===== src/rtl/seq_approx_divider.sv =====
// Sequential restoring divider producing one quotient bit per cycle, MSB first.
// The low APPROX_ROWS rows can optionally skip the subtraction and guess the bit instead.
module seq_approx_divider #(
    parameter int unsigned W           = 8,
    parameter int unsigned APPROX_ROWS = 6
) (
    input  logic             clk,
    input  logic             rst,
    input  logic             in_valid,
    output logic             in_ready,
    input  logic [2*W-1:0]   dividend,
    input  logic [W-1:0]     divisor,
    input  logic             approx_en,
    output logic             out_valid,
    input  logic             out_ready,
    output logic [W-1:0]     quotient,
    output logic [W-1:0]     remainder,
    output logic             div_by_zero,
    output logic             overflow
);

    localparam int unsigned KW = $clog2(W);

    typedef enum logic [1:0] {
        IDLE,
        RUN,
        DONE
    } state_t;

    state_t          state;
    state_t          state_nxt;
    logic [2*W-1:0]  n_r;
    logic [W-1:0]    d_r;
    logic            approx_r;
    logic [KW-1:0]   k;

    logic [W-1:0]    n_low;
    logic [W-1:0]    lo_c;
    logic            top_c;
    logic [W:0]      diff_c;
    logic            approx_row_c;
    logic            q_bit_c;
    logic [W-1:0]    r_nxt_c;

    assign n_low = n_r[W-1:0];

    // Row window, exact subtract-and-compare, and the approximate guess.
    always_comb begin
        lo_c         = '0;
        top_c        = 1'b0;
        diff_c       = '0;
        approx_row_c = 1'b0;
        q_bit_c      = 1'b0;
        r_nxt_c      = '0;
        if (k == KW'(W - 1)) begin
            lo_c  = n_r[2*W-2:W-1];
            top_c = n_r[2*W-1];
        end else begin
            lo_c  = {remainder[W-2:0], n_low[k]};
            top_c = remainder[W-1];
        end
        diff_c       = {1'b0, lo_c} - {1'b0, d_r};
        approx_row_c = approx_r && ((32'(k) + 32'd1) <= APPROX_ROWS);
        if (approx_row_c) begin
            q_bit_c = top_c | lo_c[W-1];
            r_nxt_c = lo_c;
        end else begin
            q_bit_c = top_c | ~diff_c[W];
            r_nxt_c = q_bit_c ? diff_c[W-1:0] : lo_c;
        end
    end

    // State register with registered handshake outputs.
    always_ff @(posedge clk or posedge rst) begin
        if (rst) begin
            state     <= IDLE;
            in_ready  <= 1'b1;
            out_valid <= 1'b0;
        end else begin
            state     <= state_nxt;
            in_ready  <= (state_nxt == IDLE);
            out_valid <= (state_nxt == DONE);
        end
    end

    always_comb begin
        state_nxt = state;
        case (state)
            IDLE:    if (in_valid)  state_nxt = RUN;
            RUN:     if (k == '0)   state_nxt = DONE;
            DONE:    if (out_ready) state_nxt = IDLE;
            default: state_nxt = IDLE;
        endcase
    end

    // Operand capture and one quotient bit per RUN cycle.
    always_ff @(posedge clk or posedge rst) begin
        if (rst) begin
            n_r         <= '0;
            d_r         <= '0;
            approx_r    <= 1'b0;
            k           <= '0;
            quotient    <= '0;
            remainder   <= '0;
            div_by_zero <= 1'b0;
            overflow    <= 1'b0;
        end else begin
            case (state)
                IDLE: begin
                    if (in_valid) begin
                        n_r         <= dividend;
                        d_r         <= divisor;
                        approx_r    <= approx_en;
                        k           <= KW'(W - 1);
                        quotient    <= '0;
                        remainder   <= '0;
                        div_by_zero <= (divisor == '0);
                        overflow    <= (dividend[2*W-1:W] >= divisor);
                    end
                end
                RUN: begin
                    quotient  <= {quotient[W-2:0], q_bit_c};
                    remainder <= r_nxt_c;
                    if (k != '0) k <= k - KW'(1);
                end
                default: ;
            endcase
        end
    end

endmodule


===== config.mk =====
export PLATFORM = sky130hd
export DESIGN_NAME = seq_approx_divider
export DESIGN_NICKNAME = d
export VERILOG_FILES = /design/src/rtl/seq_approx_divider.sv
export SDC_FILE = /design/constraint.sdc
export NUM_CORES = 1
export LEC_CHECK = 0
export CAP_MARGIN = 0
export CORE_ASPECT_RATIO = 1.4
export CORE_MARGIN = 2
export CORE_UTILIZATION = 30
export CTS_CLUSTER_SIZE = 24
export DETAILED_ROUTE_END_ITERATION = 12
export SKIP_LAST_GASP = 1
export SYNTH_ARGS = -nofsm -noshare
export SYNTH_HDL_FRONTEND = slang
export SYNTH_SLANG_ARGS = --single-unit

===== constraint.sdc =====
create_clock -name clk -period 3.7 [get_ports clk]
set_input_delay 0.37 -clock clk [delete_from_list [all_inputs] [get_ports clk]]
set_output_delay 0.37 -clock clk [all_outputs]
set_load 0.02 [all_outputs]

==> results.yml, run 1 <==
route:
  drt-wirelength-per-cell_um: 14.93
  routed_via_density: 5.002
  drcViolationCount: 0
  drt-total-wl_um: 6196
  count_of_antenna_violating_nets_left_after_detailed_routing: 0
  via_count: 2076
  first_iter_violations: 107
  dr.pass1.iters: 6
grt:
  global_route.overflow_total: 0
  grt_usage: 0.1298
  first_pass_grt_wire_length_um: 10360
  antenna_found_initial: 0
  maximum_number_of_pins_on_one_net_before_global_route_repair: 51
  number_of_global_route_vias_before_repair: 2054
logic_synthesis:
  synth-xor-area-share: 0.01247
  synth_top_cells_by_count: "dfrtp_1 (49), mux2_2 (24), inv_1 (23), nand2_1 (22)"
  synth_top_cell_area_share: 0.4363
  avgSynthCellArea_um2: 10.73
  yosys_most_used_dff: "dfrtp_1"
  synth_cell_type_count: 48
  syn_area_um2: 2810
  post_synth_fa_ha_maj_area_fraction: 0.09172
  synthMostInstantiatedCell: "dfrtp_1"
  yosysWarningCount: 0
  synth-async-reset-ratio: 1.000
  synth.net_count: 311
  muxShareOfSynthArea: 0.1327
  ys_seq_elements: 50
  synth-seq-area-share: 0.4457
  synth.largest_area_cell: "dfrtp_1"
  synth.area.top_cells: "dfrtp_1 (44%), mux2_2 (9.6%), ha_1 (8.5%), o21ai_0 (3.4%), inv_1 (3.1%)"
  synth_edf_count: 0
  synth_top_family_by_area: "compound AO/OA/AOI/OAI gates"
  synth_compound_area_frac: 0.1612
  netlist_instances: 262
  synth-simple-area-share: 0.1028
worst_setup_path:
  critical_path.startpoint_type: "flop"
  timing.critical_path.buf_inv: 1
  worstPathCellList: "ha_1, or3_1, a41o_1, ha_1, inv_1, fa_1, a21o_1, a221oi_4, o22ai_2, o2111ai_1, a32o_1"
  setup.worst_path.start: "k[1]$_DFFE_PP0P_"
  worstPathArrival_ns: 3.47
  peak_fanout_along_the_critical_path: 12
  r2r_slack_ns: 0.40
  worst_setup_path_endpoint: "remainder[7]$_DFFE_PP0P_"
  timing.critical_path.required_ns: 3.88
  regToRegEndpoint: "remainder[7]$_DFFE_PP0P_"
  cp_num_cells: 11
  crit_path_frequent_cell: "ha_1"
  timing.critical_path.max_delay_family: "compound AO/OA/AOI/OAI gates"
  worst-r2r-cell-count: 11
  r2r-start: "k[1]$_DFFE_PP0P_"
  cp_slowest_stage_delay_ns: 0.52
  path_class: "reg -> reg"
  critPathSlowestCell: "o22ai_2"
  critPathCaptureType: "flop"
sta:
  tightest_slew_ns: 1.020
  timing.setup.tns_ns: 0
  finalHoldWorstSlack_ns: 0.5018
  final_setup_viols: 0
  worst_slew_margin_rel: 0.3188
  rsz0062_at_grt: "no"
  top_achievable_clock_speed_ghz: 0.3034
  slew_violations: 0
  final_min_period_over_clock_period: 0.8907
  final_hold_fails: 0
  finalCriticalPeriod_ns: 3.296
  post_route_clock_skew_ns: 0.005005
floorplan:
  core-area_um2: 9080
  floorplan.io_pins: 49
  placement_rows: 41
  floorplan_die_height_um: 118.5
  start_util: 0.3095
  die_area_um2: 10170
  chipWidth_um: 85.80
clocking:
  tritoncts: "built"
  ctsHoldBuffers: 0
  clock_tree.root_cell: "clkbuf_16"
  cts_num_sinks: 50
  cts_buffers: 5
  clock_insertion_delay_at_the_later_pin_of_the_skew_report_ns: 0.29
  reg_clk_slew_reported_paths_ns: 0.06
  max-clock-path-buffers: 2
  htree_levels: 2
  cts_setup_buffers: 0
  ctsResizeCount: 0
cells_and_area:
  final_net_count: 356
  final_layout_size_suffix_gt1_frac: 0.1364
  antenna_cells_inserted: 0
  finish.utilization: 0.3894
  num-fill-cells: 906
  flow.area_growth_from_synthesis_pct: 25.82
min_path:
  min-delay-path-class: "reg -> reg"
power:
  ir_drop_mv: 0.2733
  leakage_power_total_nw: 1.575
  power_density_nw_per_um2: 1057
placement:
  gpl.final_weighted_congestion: 0.8392
  placement.io_buffers: 48
  detailed_place_hpwl_um: 4730
run:
  max_cap_viol_count: 0
status:
  outcome: "finished, final reports clean"
layout by cell type, fill, tap and decap left out, types with 5 or more instances in the layout:
master / instances
nor2_1: 8
dfrtp_1: 49
o21ai_0: 19
nand2_1: 22
mux2i_1: 8
mux2_2: 24
inv_1: 22
ha_1: 19
a21oi_1: 10
clkdlybuf4s50_1: 48
a21o_1: 5
a22o_1: 8
nand2b_1: 7
clkbuf_16: 5
report_power, final:
part / internal [W] / leakage (nW) / total (W) / switching (W)
Clock: 0.000319 / 0.0781 / 0.000507 / 0.000187
Sequential: 0.000824 / 0.605 / 0.00102 / 0.000199
Combinational: 0.00107 / 0.892 / 0.00221 / 0.00114
cell type report:
class	instances	area [um2]	area share
timing repair buffer	49	488.0	0.1380
tap	107	133.9	0.03786
inverter	23	86.33	0.02442
clock buffer	7	132.6	0.03751
sequential	50	1252	0.3542
clock inverter	1	30.03	0.008493
multi-input combinational	178	1413	0.3995
layer usage:
layer / track usage / part of all wire / vias to the layer above
met4: 0.05357 / 0.026 / 0
met5: 0 / 0 / -
met1: 0.1601 / 0.43 / 996
met3: 0.02165 / 0.034 / 11
li1: - / - / 1023
met2: 0.2212 / 0.51 / 46
registers in the layout, indices dropped and copies added (netlist names):
name,cells
overflow,1
state,2
approx_r,1
k,3
d_r,8
quotient,8
n_r,16
div_by_zero,1
in_ready,1
out_valid,1
remainder,8
metrics by stage:
stage	setup WS, ns	area [um2]	cells	total power, W
after floorplan	0.8029	2810	262	0.002708
after global placement	0.5179	3373	407	0.003207
after detailed placement	0.4341	3373	407	0.003252
after CTS	0.4064	3536	415	0.003773
after global routing	0.1522	3536	415	0.004051
final	0.4043	3536	415	0.003736
cells by family (layout without fill, tap and decap cells):
| kind of cell | Yosys count | in the layout |
|---|---|---|
| AOI/OAI and AO/OA | 62 | 62 |
| xor gates and xnor gates | 4 | 4 |
| adders and majority gates | 20 | 20 |
| buffers and inverters | 34 | 80 |
| DFF | 50 | 50 |
| muxes | 33 | 33 |
| and+or+nand+nor | 59 | 59 |
worst min path at each step:
stage                             from                       to  slack (ns)  depth (start not counted)
4_1_cts             n_r[3]$_DFFE_PP0P_       n_r[3]$_DFFE_PP0P_        0.51                          1
6_report       quotient[7]$_DFFE_PP0P_  quotient[7]$_DFFE_PP0P_        0.50                          1
3_3_place_gp        n_r[3]$_DFFE_PP0P_       n_r[3]$_DFFE_PP0P_        0.49                          1
5_1_grt            n_r[15]$_DFFE_PP0P_      n_r[15]$_DFFE_PP0P_        0.52                          1
2_1_floorplan      n_r[15]$_DFFE_PP0P_      n_r[15]$_DFFE_PP0P_        0.47                          1
3_5_place_dp        n_r[3]$_DFFE_PP0P_       n_r[3]$_DFFE_PP0P_        0.49                          1
(Power assumes the default switching activity.)
==> run 2, diff against run 1 <==
ABC_AREA = 0   (was not set)
CAP_MARGIN = 20   (was 0)
==> results.yml, run 2 (synthesis gave the netlist of run 1 again) <==
sta:
  top_achievable_clock_speed_ghz: 0.3031
  final_setup_viols: 0
  timing.setup.tns_ns: 0
  rsz0062_at_grt: "no"
  final_min_period_over_clock_period: 0.8918
  post_route_clock_skew_ns: 0.004760
  worst_slew_margin_rel: 0.3826
  slew_violations: 0
  tightest_slew_ns: 0.9243
  finalCriticalPeriod_ns: 3.300
  final_hold_fails: 0
cells_and_area:
  final_layout_size_suffix_gt1_frac: 0.1392
  largest_register_ffs: 16
  final_common_cell: "dfrtp_1"
  final-seq-area_um2: 1252
  antenna_cells_inserted: 0
  flow.area_growth_from_synthesis_pct: 26.54
  final_net_count: 357
  num-fill-cells: 907
  registers.top_by_ff_count: "n_r"
  multi_input_comb_area_um2: 1413
  design_area_um2: 3556
  most-common-layout-cells: "dfrtp_1 (49), clkdlybuf4s50_1 (48), mux2_2 (24)"
power:
  power.share.combinational: 0.591
  clockPowerShare: 0.136
  pwr-share-seq: 0.273
  leakage_power_total_nw: 1.585
  p_int_w: 0.002217
  power_density_nw_per_um2: 1052
  net-switching-power_w: 0.001523
  swShare: 0.4071
  ir_drop_mv: 0.2745
route:
  drt-wirelength-per-cell_um: 14.99
  count_of_antenna_violating_nets_left_after_detailed_routing: 0
  via_count: 2090
  routed_via_density: 5.024
  first_iter_violations: 100
  drcViolationCount: 0
  drt-total-wl_um: 6237
  dr.pass1.iters: 6
floorplan:
  floorplan_die_height_um: 118.5
  die_area_um2: 10170
  chipWidth_um: 85.80
  core-area_um2: 9080
  placement_rows: 41
  start_util: 0.3095
  floorplan.io_pins: 49
worst_setup_path:
  r2r_slack_ns: 0.40
  critical_path.startpoint_type: "flop"
  cp_slowest_stage_delay_ns: 0.53
  timing.critical_path.buf_inv: 1
  worst-r2r-cell-count: 11
  critPathCaptureType: "flop"
  r2r-start: "k[1]$_DFFE_PP0P_"
  crit_path_frequent_cell: "ha_1"
  peak_fanout_along_the_critical_path: 12
  timing.critical_path.max_delay_family: "compound AO/OA/AOI/OAI gates"
  regToRegEndpoint: "remainder[7]$_DFFE_PP0P_"
  worstPathArrival_ns: 3.48
  worstPathCellList: "ha_1, or3_1, a41o_1, ha_1, inv_1, fa_1, a21o_1, a221oi_4, o22ai_2, o2111ai_1, a32o_1"
  timing.critical_path.required_ns: 3.88
  critPathSlowestCell: "o22ai_2"
  path_class: "reg -> reg"
clocking:
  clock_insertion_delay_at_the_later_pin_of_the_skew_report_ns: 0.29
  reg_clk_slew_reported_paths_ns: 0.06
  cts_num_sinks: 50
  max-clock-path-buffers: 2
  ctsResizeCount: 0
  ctsHoldBuffers: 0
  cts_buffers: 5
  clock_tree.root_cell: "clkbuf_16"
  cts_setup_buffers: 0
  htree_levels: 2
  tritoncts: "built"
placement:
  detailed_place_hpwl_um: 4730
  area_of_placed_instances_um2: 3373
  gpl.final_weighted_congestion: 0.8392
  placement.io_buffers: 48
grt:
  grt_usage: 0.1298
  grt_util_met1: 0.1601
  global_route.overflow_total: 0
  number_of_global_route_vias_before_repair: 2054
  use_met2: 0.2212
  busiest_layer: "met2"
  antenna_found_initial: 0
  gr-usage-met3: 0.02165
  first_pass_grt_wire_length_um: 10360
  maximum_number_of_pins_on_one_net_before_global_route_repair: 51
status:
  outcome: "finished, final reports clean"
min_path:
  min-delay-path-class: "in -> async"
run:
  max_cap_viol_count: 0
## run 2: power by group through the flow
| stage | registers (W) | logic (W) | clock network (W) |
|---|---|---|---|
| finish | 0.00102 | 0.00221 | 0.000508 |
| global route | 0.00106 | 0.00245 | 0.000540 |
| CTS | 0.00103 | 0.00222 | 0.000522 |
| detailed placement | 0.00104 | 0.00221 | 0 |
| global placement | 0.00103 | 0.00217 | 0 |
| floorplan | 0.00106 | 0.00164 | 0 |
## run 2: how the worst max path moves through the flow
stage / start / to / slack [ns] / cells after the start
after floorplan: k[0]$_DFFE_PP0P_ / remainder[3]$_DFFE_PP0P_ / 0.80 / 11
after global placement: k[0]$_DFFE_PP0P_ / remainder[7]$_DFFE_PP0P_ / 0.52 / 11
after detailed placement: k[1]$_DFFE_PP0P_ / remainder[7]$_DFFE_PP0P_ / 0.43 / 11
after CTS: k[1]$_DFFE_PP0P_ / remainder[7]$_DFFE_PP0P_ / 0.41 / 11
after global routing: k[1]$_DFFE_PP0P_ / remainder[7]$_DFFE_PP0P_ / 0.15 / 11
final: k[1]$_DFFE_PP0P_ / remainder[7]$_DFFE_PP0P_ / 0.40 / 11
## run 2: stage by stage
| stage | utilization | power (W) | worst slack (ns) | instances | hold slack [ns] |
|---|---|---|---|---|---|
| after floorplan | - | 0.002708 | 0.8029 | 262 | 0.4727 |
| after global placement | 0.3715 | 0.003207 | 0.5179 | 407 | 0.4908 |
| after detailed placement | 0.3715 | 0.003252 | 0.4341 | 407 | 0.4941 |
| after CTS | 0.3894 | 0.003773 | 0.4064 | 415 | 0.5081 |
| after global routing | 0.3916 | 0.004054 | 0.1522 | 416 | 0.4103 |
| final | 0.3916 | 0.003740 | 0.4003 | 416 | 0.3567 |
## run 2: worst reg2reg max path: cells and delay by family, from the launching register on
family | cells | cell delay [ns]
buffers and inverters | 1 | 0.08
flip-flops | 1 | 0.47
adder cells (fa/ha/maj) | 3 | 0.68
AND/OR/NAND/NOR | 1 | 0.36
AO/OA/AOI/OAI | 6 | 1.59
## run 2: area by class of cell
class	instances	area share
Timing Repair Buffer	50	0.1429
Tap cell	107	0.03765
Multi-Input combinational cell	178	0.3973
Inverter	23	0.02428
Clock buffer	7	0.03730
Sequential cell	50	0.3522
Clock inverter	1	0.008445
## run 2: routing by layer
layer / up-vias / wire (um)
li1: 1019 / -
met1: 1013 / 2653
met2: 48 / 3202
met3: 10 / 234
met4: 0 / 147
met5: - / 0
==> run 3, diff against run 2 <==
TNS_END_PERCENT = 50   (was not set)
==> results of run 3 <==
Same layout as run 2: the final DEF is identical, and so are final timing and power.
